## config.mk

```make
export PLATFORM = sky130hd
export DESIGN_NAME = load_store_unit
export DESIGN_NICKNAME = d
export VERILOG_FILES = /design/src/rtl/lsu_pkg.sv /design/src/rtl/lsu_load_align.sv /design/src/rtl/load_store_unit.sv
export SDC_FILE = /design/constraint.sdc
export NUM_CORES = 1
export LEC_CHECK = 0
export ABC_AREA = 0
export ABC_CLOCK_PERIOD_IN_PS = 4200
export CORE_ASPECT_RATIO = 0.8
export CORE_MARGIN = 3
export CORE_UTILIZATION = 54
export DETAILED_ROUTE_END_ITERATION = 8
export PLACE_DENSITY = 0.93
export SLEW_MARGIN = 20
export SYNTH_ARGS = -nofsm -noshare
export SYNTH_HDL_FRONTEND = slang
export SYNTH_SLANG_ARGS = --single-unit
```

## constraint.sdc

```tcl
create_clock -name clock -period 4.2 [get_ports clock]
set_input_delay 0.84 -clock clock [delete_from_list [all_inputs] [get_ports clock]]
set_output_delay 0.84 -clock clock [all_outputs]
set_load 0.03 [all_outputs]
```

## src/rtl/lsu_pkg.sv

```systemverilog
// rtl/lsu_pkg.sv - shared types and decode helpers for the load/store unit
package lsu_pkg;

  localparam logic [2:0] F3_B  = 3'd0;
  localparam logic [2:0] F3_H  = 3'd1;
  localparam logic [2:0] F3_W  = 3'd2;
  localparam logic [2:0] F3_BU = 3'd4;
  localparam logic [2:0] F3_HU = 3'd5;

  typedef enum logic [1:0] {IDLE, FIRST, SECOND, RESP} lsu_state_t;

  function automatic logic [2:0] size_bytes(input logic [2:0] funct3);
    case (funct3[1:0])
      2'd0:    return 3'd1;
      2'd1:    return 3'd2;
      default: return 3'd4;
    endcase
  endfunction

  function automatic logic [3:0] size_mask(input logic [2:0] funct3);
    case (funct3[1:0])
      2'd0:    return 4'b0001;
      2'd1:    return 4'b0011;
      default: return 4'b1111;
    endcase
  endfunction

  // Unsigned variants exist only for loads.
  function automatic logic is_legal(input logic is_store, input logic [2:0] funct3);
    case (funct3)
      F3_B, F3_H, F3_W: return 1'b1;
      F3_BU, F3_HU:     return !is_store;
      default:          return 1'b0;
    endcase
  endfunction

endpackage

```

## src/rtl/lsu_load_align.sv

```systemverilog
// rtl/lsu_load_align.sv - selects the addressed bytes of a load and extends them
module lsu_load_align
  import lsu_pkg::*;
(
  input  logic [55:0] data,
  input  logic [1:0]  off,
  input  logic [2:0]  funct3,
  output logic [31:0] result
);

  logic [31:0] raw;

  // The top byte of the second word can never fall inside a 4-byte window.
  always_comb begin
    case (off)
      2'd0:    raw = data[31:0];
      2'd1:    raw = data[39:8];
      2'd2:    raw = data[47:16];
      default: raw = data[55:24];
    endcase
    case (size_bytes(funct3))
      3'd1:    result = funct3[2] ? {24'b0, raw[7:0]}  : {{24{raw[7]}}, raw[7:0]};
      3'd2:    result = funct3[2] ? {16'b0, raw[15:0]} : {{16{raw[15]}}, raw[15:0]};
      default: result = raw;
    endcase
  end

endmodule

```

## src/rtl/load_store_unit.sv

```systemverilog
// rtl/load_store_unit.sv - byte-enabled data-memory initiator with split unaligned accesses
module load_store_unit
  import lsu_pkg::*;
#(
  parameter int          ADDR_WIDTH = 32,
  parameter logic [31:0] RESP_ZERO  = 32'h0
) (
  input  logic                  clock,
  input  logic                  reset_n,
  input  logic                  req_valid,
  output logic                  req_ready,
  input  logic                  req_is_store,
  input  logic [2:0]            req_funct3,
  input  logic [ADDR_WIDTH-1:0] req_address,
  input  logic [31:0]           req_store_data,
  output logic                  resp_valid,
  output logic [31:0]           resp_load_data,
  output logic                  resp_error,
  output logic [ADDR_WIDTH-1:0] mem_address,
  output logic [31:0]           mem_write_data,
  output logic [3:0]            mem_write_enable,
  output logic                  store_enable,
  input  logic [31:0]           mem_read_data
);

  lsu_state_t            state;
  logic                  st_q;
  logic [2:0]            f3_q;
  logic [ADDR_WIDTH-1:0] addr_q;
  logic [31:0]           sdata_q;
  logic [31:0]           lo_buf;
  logic [23:0]           hi_buf;

  logic                  in_idle;
  logic                  s_store;
  logic [2:0]            s_f3;
  logic [ADDR_WIDTH-1:0] s_addr;
  logic [31:0]           s_data;
  logic [1:0]            off;
  logic [7:0]            mask;
  logic [63:0]           wdata;
  logic                  crosses;
  logic                  legal;
  logic [ADDR_WIDTH-1:0] word_addr;
  logic [31:0]           load_result;

  // In IDLE the lane math runs on the live request so FIRST outputs can be registered at acceptance.
  always_comb begin
    in_idle   = (state == IDLE);
    s_store   = in_idle ? req_is_store   : st_q;
    s_f3      = in_idle ? req_funct3     : f3_q;
    s_addr    = in_idle ? req_address    : addr_q;
    s_data    = in_idle ? req_store_data : sdata_q;
    off       = s_addr[1:0];
    mask      = {4'b0000, size_mask(s_f3)} << off;
    wdata     = {32'b0, s_data} << {off, 3'b000};
    crosses   = ({1'b0, off} + size_bytes(s_f3)) > 3'd4;
    legal     = is_legal(s_store, s_f3);
    word_addr = {s_addr[ADDR_WIDTH-1:2], 2'b00};
  end

  lsu_load_align u_align (
    .data   ({hi_buf, lo_buf}),
    .off    (addr_q[1:0]),
    .funct3 (f3_q),
    .result (load_result)
  );

  assign resp_load_data = (state == RESP && !st_q && !resp_error) ? load_result : RESP_ZERO;

  always_ff @(posedge clock or negedge reset_n) begin
    if (!reset_n) begin
      state            <= IDLE;
      st_q             <= 1'b0;
      f3_q             <= 3'd0;
      addr_q           <= '0;
      sdata_q          <= 32'd0;
      lo_buf           <= 32'd0;
      hi_buf           <= 24'd0;
      req_ready        <= 1'b1;
      resp_valid       <= 1'b0;
      resp_error       <= 1'b0;
      mem_address      <= '0;
      mem_write_data   <= 32'd0;
      mem_write_enable <= 4'd0;
      store_enable     <= 1'b0;
    end else begin
      case (state)
        IDLE: begin
          if (req_valid && req_ready) begin
            st_q      <= req_is_store;
            f3_q      <= req_funct3;
            addr_q    <= req_address;
            sdata_q   <= req_store_data;
            hi_buf    <= 24'd0;
            req_ready <= 1'b0;
            if (!legal) begin
              state      <= RESP;
              resp_valid <= 1'b1;
              resp_error <= 1'b1;
            end else begin
              state       <= FIRST;
              mem_address <= word_addr;
              if (req_is_store) begin
                store_enable     <= 1'b1;
                mem_write_enable <= mask[3:0];
                mem_write_data   <= wdata[31:0];
              end
            end
          end
        end
        FIRST: begin
          if (!st_q) lo_buf <= mem_read_data;
          if (crosses) begin
            state       <= SECOND;
            mem_address <= mem_address + ADDR_WIDTH'(4);
            if (st_q) begin
              mem_write_enable <= mask[7:4];
              mem_write_data   <= wdata[63:32];
            end
          end else begin
            state            <= RESP;
            resp_valid       <= 1'b1;
            mem_address      <= '0;
            mem_write_data   <= 32'd0;
            mem_write_enable <= 4'd0;
            store_enable     <= 1'b0;
          end
        end
        SECOND: begin
          if (!st_q) hi_buf <= mem_read_data[23:0];
          state            <= RESP;
          resp_valid       <= 1'b1;
          mem_address      <= '0;
          mem_write_data   <= 32'd0;
          mem_write_enable <= 4'd0;
          store_enable     <= 1'b0;
        end
        default: begin
          state      <= IDLE;
          resp_valid <= 1'b0;
          resp_error <= 1'b0;
          req_ready  <= 1'b1;
        end
      endcase
    end
  end

endmodule

```

# Yosys cells after proc, flatten, opt, wreduce, memory -nomap -nowiden
# Index checks and enable logic that the tools add are counted.
dict set report word_totals {
  in_bits 103
  reg_bits 198
}
dict set report classes {
  bitwise 2
  eq_ne 20
  addsub 2
  shifts 2
  n_reduce_logical 25
  n_lt_le_gt_ge 1
  muxes 48
}
# operator n
set ops {}
lappend ops {{32-bit 2-to-1 mux} 13}
lappend ops {{32-bit case mux with 3 select lines} 3}
lappend ops {{32-bit case mux with 2 select lines} 1}
lappend ops {{32-bit by 5-bit << shifter with 64-bit output} 1}
lappend ops {{24-bit 2-to-1 mux} 2}
lappend ops {{24-bit case mux with 2 select lines} 1}
lappend ops {{32-bit by 3-bit adder with 32-bit output, second input constant} 1}
lappend ops {{4-bit 2-to-1 mux} 5}
lappend ops {{3-bit case mux with 2 select lines} 2}
lappend ops {{4-bit case mux with 3 select lines} 1}
lappend ops {{3-bit AND reduction} 4}
lappend ops {{1-bit 2-to-1 mux} 10}
lappend ops {{5-bit AND reduction} 2}
lappend ops {{2-bit by 1-bit == test with 1-bit output, second input constant} 4}
lappend ops {{2-bit logical NOT} 4}
lappend ops {{2-bit != test, second input constant} 4}
lappend ops {{4-bit case mux with 2 select lines} 1}
lappend ops {{4-bit by 2-bit << shifter with 8-bit output} 1}
lappend ops {{2-bit == test, second input constant} 3}
lappend ops {{3-bit by 1-bit == test with 1-bit output, second input constant} 2}
lappend ops {{3-bit by 2-bit == test with 1-bit output, second input constant} 2}
lappend ops {{3-bit == test, second input constant} 2}
lappend ops {{1-bit case mux with 2 select lines} 3}
lappend ops {{1-bit case mux with 3 select lines} 2}
lappend ops {{16 further kinds} 26}

# Logic depth before layout (Yosys ltp)
dict set report depth {
  depth_word 9
  ltp_mapped 17
  mapped_depth_nobuf 12
}

# By module
# A second synthesis with hierarchy kept.
dict set report unflattened {
  hier_cells 1109
  area_unflattened_um2 11567.3
}
# module n_inst area_each_um2 cells_per_inst seq_area_each_um2
set modules_own_cells {}
lappend modules_own_cells {load_store_unit 1 10425.0 1008 4906.0}
lappend modules_own_cells {lsu_load_align 1 1142.3 101 0.0}

# Least setup slack after synthesis
# No wires, ideal clock.
dict set report synth_timing {
  path_type {flip-flop to flip-flop}
  start {reg state[0]}
  end {reg mem_address[30]}
  slack_ns 0.661
  arrival_ns 3.457
  period_less_slack_ns 3.539
  stages_incl_launch_ff 17
  cell_sequence {dfrtp_1 inv_1 ha_1 buf_4 mux2i_1 buf_2 buf_4 inv_1 ha_1 inv_1 fa_1 nand2b_1 nand3_1 or2_4 buf_6 o32a_1 o22ai_1}
}
dict set report synth_via {
  elab_chain_len 8
  word_cells_on_any_way 28
}
# item line_no
set synth_lines {}
lappend synth_lines {{start, declared} load_store_unit.sv:26} ;# lsu_state_t state;
lappend synth_lines {{start signal, assigned} load_store_unit.sv:73} ;# state <= IDLE;
lappend synth_lines {{start signal, assigned} load_store_unit.sv:98} ;# state <= RESP;
lappend synth_lines {{start signal, assigned} load_store_unit.sv:102} ;# state <= FIRST;
lappend synth_lines {{2-bit logical NOT *} load_store_unit.sv:49} ;# in_idle = (state == IDLE);
lappend synth_lines {{net in_idle} load_store_unit.sv:34} ;# logic in_idle;
lappend synth_lines {{3-bit 2-to-1 mux} load_store_unit.sv:51} ;# s_f3 = in_idle ? req_funct3 : f3_q;
lappend synth_lines {{2-bit by 1-bit == test with 1-bit output or 2-bit logical NOT (tied branches)} lsu_pkg.sv:13} ;# case (funct3[1:0])
lappend synth_lines {{3-bit case mux with 2 select lines} lsu_pkg.sv:13}
lappend synth_lines {{2-bit by 3-bit adder with 3-bit output} load_store_unit.sv:57} ;# crosses = ({1'b0, off} + size_bytes(s_f3)) > 3'd4;
lappend synth_lines {{3-bit > comparator} load_store_unit.sv:57}
lappend synth_lines {{32-bit 2-to-1 mux} load_store_unit.sv:114} ;# if (crosses) begin
lappend synth_lines {{32-bit case mux with 3 select lines} load_store_unit.sv:88} ;# case (state)
lappend synth_lines {{end signal, assigned} load_store_unit.sv:103} ;# mem_address <= word_addr;
lappend synth_lines {{end signal, assigned} load_store_unit.sv:116} ;# mem_address <= mem_address + ADDR_WIDTH'(4);
lappend synth_lines {{end, declared} load_store_unit.sv:19} ;# output logic [ADDR_WIDTH-1:0] mem_address,
# The timed path passes the listed nets; every way through them passes the cells marked *. The select of a mux whose other input is x is not followed.
# A chain may end at the register's enable or synchronous reset.

# Final worst setup path
dict set report layout_timing {
  start {reg addr_q[0]}
  end {out resp_load_data[23]}
}
dict set report layout_via {
  elab_chain_len 5
  word_cells_on_any_way 8
}
# item line_no
set layout_lines {}
lappend layout_lines {{start, declared} load_store_unit.sv:29} ;# logic [ADDR_WIDTH-1:0] addr_q;
lappend layout_lines {{start signal, assigned} load_store_unit.sv:93} ;# addr_q <= req_address;
lappend layout_lines {{2-bit == test (tied with other cells)} lsu_load_align.sv:15} ;# case (off)
lappend layout_lines {{32-bit case mux with 3 select lines *} lsu_load_align.sv:15}
lappend layout_lines {{32-bit 2-to-1 mux, on equally long branches} {lsu_load_align.sv:23, lsu_load_align.sv:22}}
lappend layout_lines {{32-bit case mux with 2 select lines *} lsu_load_align.sv:21} ;# case (size_bytes(funct3))
lappend layout_lines {{32-bit 2-to-1 mux *} load_store_unit.sv:69} ;# assign resp_load_data = (state == RESP && !st_q && !resp_error) ? load_result : RESP_ZERO;
lappend layout_lines {{end, declared} load_store_unit.sv:17} ;# output logic [31:0] resp_load_data,
# Every way passes the cells marked *; elsewhere a longest branch is shown, timed or not.

==> impl_metrics.toml <==
[route]
ant_nets = 0
drc_errors = 0
routedWlPerCell_um = 20.7
firstDrtPassIters = 5
drt_iter0_drc = 1169
routed_wl_mm = 32.2
route.vias.total = 9929
routed_via_density = 6.37

[clock_tree]
numCtsBuffers = 17
cts_tree = "done"
clkTransAtPathRegs_ns = 0.07
root_buffer = "clkbuf_16"
clock_latency_ns = 0.44
cts_num_sinks = 196
clockBufferDepth = 2
post-cts-setup-buffers = 0
htreeDepth = 4
cts_resized = 0
cts_hold_buf = 0

[worst_setup_path]
critPathKind = "flip-flop to output port"
crit_fanout = 8
cp.required_ns = 3.36
startpoint_type = "flip-flop"
arrival_ns = 3.09
worstSetupEndpointType = "output port"

[grt]
track_usage_pct = 27.7
grt-ovfl-total = 0
grt_pass1_wl_mm = 51.1
grt_pass1_vias = 9708
antenna_found_initial = 2
grt_start_max_net_pins = 111

[sta]
tightestPinTransition_ns = 0.947
final.setup.worst_slack_ns = 0.273
whs_ns = 0.485
relSlewSlack_pct = 36.9
rsz0062_at_grt = "false"
timing.fmax_ghz = 0.255
fin_crit_ns = 3.93
fin_worst_skew_ns = 0.0167
setup_viol = 0
hold_viol_final = 0
final.period_utilization_pct = 93.5
drv_slew = 0
setup_tns_ns = 0

[placement]
place.gp.congestion = 0.900
place_hpwl_mm = 22.6
portBuffers = 204
place_ws_ns = 0.228
dp.cells = 1525
place_area_um2 = 13700

[pwr]
ir_drop_v = 0.000487
p_leak_nw = 5.77
p_sw_share_pct = 44.6
p_sw_w = 0.00547
clockPowerShare_pct = 14.2
p_int_w = 0.00679
p_per_area_nw_per_um2 = 856
pwr-share-seq_pct = 28.3
pwr-share-comb_pct = 57.5

[job]
drv_cap = 0

[layout]
synthToLayoutAreaGrowth_pct = 24.8
instances_no_fill = 1558
finalNetCount = 1387
drive_gt1_share_pct = 17.0
fillers = 1446
postLayoutCellArea_um2 = 14300
layout_common_cells = "clkdlybuf4s50_1 (203), dfrtp_1 (194), nand2_1 (133)"
layout_commonest_cell = "clkdlybuf4s50_1"

[floorplan]
core_um2 = 20800
start_util_pct = 55.3
die-area_um2 = 23000
die_h_um = 136
rows = 47
io-pin-count = 207
die_w_um = 169

[yosys]
ys_seq_area_share_pct = 42.8
synthCells = 1110
synth_ff_type = "dfrtp_1"
synth_area_um2 = 11500
yosysWarnings = 0
syn_area_per_cell_um2 = 10.3
yosys_register_bits = 196
synth_edf_count = 0
async_reset_ff_share_pct = 100
ys_types = 67

[min_path]
hold_path.class = "flip-flop to flip-flop"

[status]
outcome = "complete, no violations"
-- synthesized netlist by cell type, types with 3 or more instances --
cell type / instances / area, um^2
nor3_1: 24 / 120
mux2i_1: 73 / 731
nand2b_1: 4 / 25.0
inv_1: 28 / 105
ha_1: 8 / 100
buf_4: 12 / 90.1
nand4_1: 9 / 56.3
buf_1: 9 / 33.8
and3_1: 12 / 75.1
o311ai_0: 4 / 35.0
dfrtp_1: 195 / 4880
o21ai_0: 77 / 385
o21bai_1: 3 / 22.5
a31oi_1: 6 / 37.5
o21ai_1: 10 / 50.1
o32a_1: 8 / 80.1
nor2_1: 45 / 169
a221oi_1: 8 / 70.1
mux4_2: 31 / 698
clkbuf_1: 34 / 128
nand2_1: 133 / 499
nor4b_1: 9 / 78.8
o31ai_1: 11 / 82.6
buf_2: 30 / 150
mux2_2: 112 / 1260
o2bb2ai_1: 5 / 43.8
a211oi_1: 25 / 188
a22oi_1: 8 / 60.1
o211ai_1: 3 / 22.5
o22ai_1: 9 / 56.3
o21a_1: 5 / 37.5
nand3_1: 18 / 90.1
nor2b_1: 26 / 163
or3_1: 7 / 43.8
and2_1: 4 / 25.0
nor4_1: 4 / 25.0
a21oi_1: 66 / 330
-- critical path, cell delays in order (launching register included) --
cell and delay [ns]:
dfrtp_2 0.48, mux4_2 0.57, mux2i_1 0.20, nor2_1 0.06, o21bai_1 0.55, a21oi_1 0.14, clkdlybuf4s50_1 0.65
-- power groups by stage --
| stage | sequential (W) | combinational [W] | clock, W |
|---|---|---|---|
| 3_3_place_gp | 0.00340 | 0.00673 | 0 |
| 6_report | 0.00347 | 0.00705 | 0.00174 |
| 4_1_cts | 0.00345 | 0.00699 | 0.00175 |
| 5_1_grt | 0.00357 | 0.00763 | 0.00183 |
| 2_1_floorplan | 0.00365 | 0.00474 | 0 |
| 3_5_place_dp | 0.00347 | 0.00696 | 0 |
-- per-stage QoR --
stage | total power [W] | utilization, %
global route | 0.0130 | 69.0
floorplan | 0.00839 | -
finish | 0.0123 | 69.0
global placement | 0.0101 | 66.0
detailed placement | 0.0104 | 66.0
CTS | 0.0122 | 69.0
-- flip-flops by register name (all words and copies together), names as in the netlist, 2 cells and up --
name / cells
f3_q: 3
addr_q: 32
mem_write_data: 32
mem_address: 30
state: 2
lo_buf: 32
hi_buf: 24
mem_write_enable: 4
sdata_q: 32
-- per-layer routing --
layer / global-route usage (%) / share of wire [%] / vias up
met5: 0 / 0 / -
met4: 11.2 / 3.2 / 0
met3: 6.31 / 8.7 / 82
met2: 43.3 / 47 / 532
met1: 37.9 / 41 / 4891
li1: - / - / 4424
-- area by class of cell --
type	count	area (um^2)	share of cell area, %
multi-input combinational	801	6080	42.4
sequential	196	4910	34.3
timing repair buffer	231	2270	15.9
clock buffer	21	470	3.28
tap	269	337	2.35
clock inverter	10	146	1.02
inverter	28	105	0.734
antenna	2	5.00	0.0349
-- final timing paths --
| kind | to | slack [ns] | startpoint | depth (start not counted) |
|---|---|---|---|---|
| worst max-delay path | resp_load_data[23] | 0.27 | addr_q[0]$_DFFE_PN0P_ | 6 |
| worst min-delay path | mem_write_data[29]$_DFFE_PN0P_ | 0.49 | mem_write_data[29]$_DFFE_PN0P_ | 2 |
| worst max register to register | mem_write_enable[2]$_DFFE_PN0P_ | 0.71 | state[0]$_DFFE_PN0N_ | 13 |
| worst min register to register | mem_write_data[29]$_DFFE_PN0P_ | 0.49 | mem_write_data[29]$_DFFE_PN0P_ | 2 |
| max in group asynchronous | addr_q[24]$_DFFE_PN0P_ | 2.66 | reset_n | 2 |
| min in group asynchronous | mem_write_data[9]$_DFFE_PN0P_ | 0.54 | reset_n | 1 |
-- logic make-up (layout without fill, tap and decap cells) --
| kind of cell | after synthesis | in the layout | share of synthesized area (%) |
|---|---|---|---|
| compound gates | 263 | 263 | 14.5 |
| xor+xnor | 1 | 1 | 0.240 |
| flops | 196 | 196 | 42.8 |
| fa+ha+maj | 9 | 9 | 1.05 |
| simple gates | 308 | 308 | 13.1 |
| other cells | 1 | 4 | 0.0327 |
| mux | 218 | 218 | 23.8 |
| buf+inv | 114 | 290 | 4.51 |
Power figures use the tool's default switching activity.
